**config.mk**
```make
export PLATFORM = sky130hd
export DESIGN_NAME = fifo_wr_arbiter
export DESIGN_NICKNAME = d
export VERILOG_FILES = /design/src/rtl/fifo_wr_arbiter.sv
export SDC_FILE = /design/constraint.sdc
export NUM_CORES = 1
export LEC_CHECK = 0
export ABC_AREA = 1
export CORE_MARGIN = 2
export CORE_UTILIZATION = 36
export CTS_BUF_LIST = sky130_fd_sc_hd__clkbuf_4 sky130_fd_sc_hd__clkbuf_8
export DETAILED_ROUTE_END_ITERATION = 12
export PLACE_DENSITY = 0.81
export SKIP_LAST_GASP = 1
export SYNTH_ARGS = -nofsm -noshare
export SYNTH_HDL_FRONTEND = slang
export SYNTH_SLANG_ARGS = --single-unit
```
**constraint.sdc**
```tcl
create_clock -name clk -period 1.4 [get_ports clk]
set_input_delay 0.42 -clock clk [delete_from_list [all_inputs] [get_ports clk]]
set_output_delay 0.42 -clock clk [all_outputs]
set_load 0.05 [all_outputs]
```
**src/rtl/fifo_wr_arbiter.sv**
```systemverilog
// fifo_wr_arbiter: round-robin burst arbiter merging NREQ requesters into one shared FIFO write port
module fifo_wr_arbiter #(
  parameter int NREQ = 4,
  parameter int DW = 8,
  parameter int BURST_MAX = 4,
  localparam int IW = $clog2(NREQ)
) (
  input  logic              clk,
  input  logic              rst,
  input  logic [NREQ-1:0]   req_valid,
  input  logic [NREQ*DW-1:0] req_data,
  output logic [NREQ-1:0]   req_ready,
  input  logic              fifo_full,
  output logic              fifo_wr,
  output logic [DW-1:0]     fifo_data,
  output logic              grant_valid,
  output logic [IW-1:0]     grant_id
);
  typedef enum logic {IDLE, GRANT} state_e;
  state_e state_q, state_d;
  logic [IW-1:0] owner_q, owner_d, last_q, last_d, winner, idx;
  logic [3:0] beat_q, beat_d;
  logic grant, accept;
  assign grant = state_q == GRANT;
  assign accept = grant && req_valid[owner_q] && !fifo_full;
  // winner search: descending scan so the nearest valid requester above last owner wins
  always_comb begin
    winner = '0;
    idx = '0;
    for (int k = NREQ; k >= 1; k--) begin
      idx = IW'((int'(last_q) + k) % NREQ);
      winner = req_valid[idx] ? idx : winner;
    end
  end
  // next state: arbitrate in IDLE, count beats and release the grant in GRANT
  always_comb begin
    state_d = state_q;
    owner_d = owner_q;
    beat_d = beat_q;
    last_d = last_q;
    if (!grant) begin
      state_d = |req_valid ? GRANT : IDLE;
      owner_d = |req_valid ? winner : owner_q;
      beat_d = |req_valid ? '0 : beat_q;
    end else if (!req_valid[owner_q] || (accept && beat_q == 4'(BURST_MAX - 1))) begin
      state_d = IDLE;
      last_d = owner_q;
    end else begin
      beat_d = accept ? beat_q + 4'd1 : beat_q;
    end
  end
  // outputs, all forced low while reset is held
  always_comb begin
    fifo_wr = accept && !rst;
    grant_valid = grant && !rst;
    req_ready = fifo_wr ? NREQ'(1) << owner_q : '0;
    grant_id = grant_valid ? owner_q : '0;
    fifo_data = '0;
    for (int i = 0; i < NREQ; i++)
      fifo_data = (grant_valid && owner_q == IW'(i)) ? req_data[i*DW +: DW] : fifo_data;
  end
  // state register; reset gives requester 0 first priority
  always_ff @(posedge clk) begin
    if (rst) begin
      state_q <= IDLE;
      owner_q <= '0;
      beat_q <= '0;
      last_q <= IW'(NREQ - 1);
    end else begin
      state_q <= state_d;
      owner_q <= owner_d;
      beat_q <= beat_d;
      last_q <= last_d;
    end
  end
endmodule

```
==> results.md <==
- N_diodes: 0
- Setup_tns: -9.43 ns
- Fin nets: 301
- Crit-path cells: inv_6 -> nor2_8 -> inv_6 -> nor3_4 -> buf_6 -> nand2_1 -> nand4_1 -> buf_12
- First-pass GRT wire length: 8.07 mm
- RSZ-0062 raised after global routing: true
- Worst Max-Slew Pin Slew: 0.285 ns
- Multi-input logic area: between 800 and 900 um2
- CTS tree: yes
- Most frequent cells in the layout: nand2_1, clkdlybuf4s50_1, buf_4
- Slew HR: 0.809
- Post-DP HPWL: 3.06 mm
- Final Skew: 0.0167 ns
- Core Region: ~0.0025 mm2
- Max Buffers Root-to-Sink: 2
- Period utilisation layout: 1.44
- Area share of the largest cell type after synthesis: 0.236
- Vias: 1,710
- Crit Path Class: reg -> out
- Maximum VDD drop: between 900 and 1000 uV
- Critical hold path startpoint: rst
- Cell Area, Synth: 968 um2
- Remaining DRCs: 0
- Die ar.: between 0.003 and 0.004 mm2
- Commonest non-fill, non-tap cell in the layout: nand2_1
- CTS sink cnt: 9
- Worst hold path type: in -> reg
- WL final: slightly below 6 mm
- Global Route met1 Usage: 0.329
- # setup viols final: 23
- IO buf count: 54
- Maxcap violations: 0
- Register area: 198 um2
- # IOs: 55
- Max-slew violation count: 0
- Initial core utilization: 0.384
- Status: finished with violations
- Max Freq: 495 MHz
- Critical path arrival: 1.60 ns
- Synth cell types: 28
- Chip Height: roughly 56 um
- Starting DRC count in detailed routing: between 100 and 150
- Htree depth: 1
- Grt peak-use layer: met2
- Avg Synthesized Cell Area: 5.91 um2
- Leakage: 0.990 nW
- WL per Instance: 19.9 um
- Fillcell total: roughly 120
- Worst setup margin: -0.620 ns
- RePlAce Congestion: 0.791
- Cell area power density: 922 mW/mm2
- R2r startpoint: owner_q[1]$_SDFFE_PP0P_
- Placed instance area: 0.00196 mm2
- Area leader, netlist: nand2_1
- Die X: 55.9 um
- Post-synthesis instance total: approximately 160
- Syn Nets: ~200
- Failing checks: negative setup slack
- Largest net degree at the start of global routing: 9
- Root Driver: clkbuf_4
- Critical Path Start Type: register
- Register area share after synthesis: 0.186
- Fin. Hold Viols: 0
- Slowest library cell on the worst path: dfxtp_4
- GRT met2 Usage: 0.604
- Area Growth Syn to Fin: 134%
- Largest fanout on the critical path: 4
- Worst Path Required: approximately 0.98 ns
- Layout cell share with drive strength beyond 1: 0.431
- Placed cell count: approximately 270
- Vias per inst: between 5 and 6
- Cell area after layout: 0.00226 mm2
- Most used cell, CP: inv_6
- GR Util met3: 0.0884
- Fin crit period: 2.02 ns
- TritonCTS Buffers: 3
- Total gr overflow: 0
- Flops & latches, synth: 9
- Worst setup path startpoint: grant$_SDFF_PP0_
- Final ANT Viol Nets: 0
- Drt pass-1 iters: 4
- Top cells by area, synth: nand2_1, dfxtp_1, nand3_1
- Clk slew on worst S/H paths: 0.07 ns
- Initial antenna violation count: 0
- Warnings, synthesis: 0
- CP max stage delay: roughly 0.37 ns
- Layout Cells excl Fill: 290
- Clock Latency Late Sink: 0.28 ns
- Reg-to-reg slack, setup: -0.19 ns
- Core Rows: 18
- Hold slack: 0.422 ns
- Vias in the first global route: 1,737
- GRT Overall Usage: 0.331
- Crit. End Element: output pin
cell usage after synthesis:
| master | n |
|---|---|
| dfxtp_1 | 9 |
| nor3_1 | 2 |
| nand2_1 | 61 |
| xor2_1 | 1 |
| nor2_2 | 2 |
| inv_1 | 17 |
| clkinv_1 | 1 |
| nand3_1 | 20 |
| nand4_1 | 9 |
| inv_4 | 3 |
| o31ai_2 | 1 |
| ha_1 | 1 |
| o211ai_4 | 1 |
| o211ai_1 | 3 |
| nor3b_1 | 1 |
| nor3_4 | 1 |
| nand2_4 | 1 |
| nand2_2 | 3 |
| inv_2 | 1 |
| nor2_4 | 1 |
| nor2_8 | 1 |
| clkinv_2 | 1 |
| a21oi_1 | 8 |
| nor2_1 | 9 |
| buf_4 | 1 |
| o21ai_1 | 2 |
| nand4_4 | 1 |
| o21ai_0 | 2 |
registers in the layout (all words and copies together) (netlist names):
name / cells
last_q: 2
grant: 1
beat_q: 4
owner_q: 2
per-stage QoR:
step	power, mW	util	setup slack, ns
final	2.09	0.898	-0.620
after global routing	2.17	0.898	-0.696
after CTS	1.90	0.876	-0.568
after detailed placement	1.52	0.778	-0.908
after global placement	1.48	0.778	-0.842
after floorplan	0.956	-	-0.496
where the power goes:
| group | leakage (nW) | switching [mW] | internal (mW) |
|---|---|---|---|
| registers | 0.0758 | 0.0774 | 0.302 |
| clock network | 0.0184 | 0.106 | 0.130 |
| logic | 0.895 | 0.814 | 0.659 |
| total | 0.990 | 0.997 | 1.09 |
critical path: cells and delay by family (launching register included):
family	cells	cell delay [ns]
AND/OR/NAND/NOR	4	0.53
buffers and inverters	4	0.42
flip-flops	1	0.37
repair_timing:
item | in CTS | in global routing
pin swaps | 17 | 14
setup buffers | 13 | 4
hold buffers | 0 | 0
gates resized for setup | 43 | 27
setup endpoints to repair | 24 | 24
layer usage:
metal,part of all wire,vias to the layer above
met3,0.070,41
met5,0,-
met4,0.067,0
li1,-,744
met1,0.34,803
met2,0.52,122
layout make-up:
class,count,area share
clock buffer,4,0.0133
sequential,9,0.0873
tap,30,0.0166
timing repair buffer,93,0.456
multi-input combinational,131,0.374
inverter,23,0.0530
worst paths after layout:
path | depth (start not counted) | end
worst max-delay path | 8 | fifo_data[4]
worst min-delay path | 2 | owner_q[0]$_SDFFE_PP0P_
worst max register to register | 10 | last_q[0]$_SDFFE_PP1P_
worst min register to register | 2 | beat_q[1]$_SDFFE_PP0P_
kinds of logic after synthesis:
| family | Yosys count | synth area share |
|---|---|---|
| buffers and inverters | 24 | 0.106 |
| XOR/XNOR | 1 | 0.00905 |
| flip-flops | 9 | 0.186 |
| AO/OA/AOI/OAI | 17 | 0.120 |
| adder cells (fa/ha/maj) | 1 | 0.0129 |
| AND/OR/NAND/NOR | 112 | 0.566 |
No activity file was read; power rests on OpenSTA's default activity.
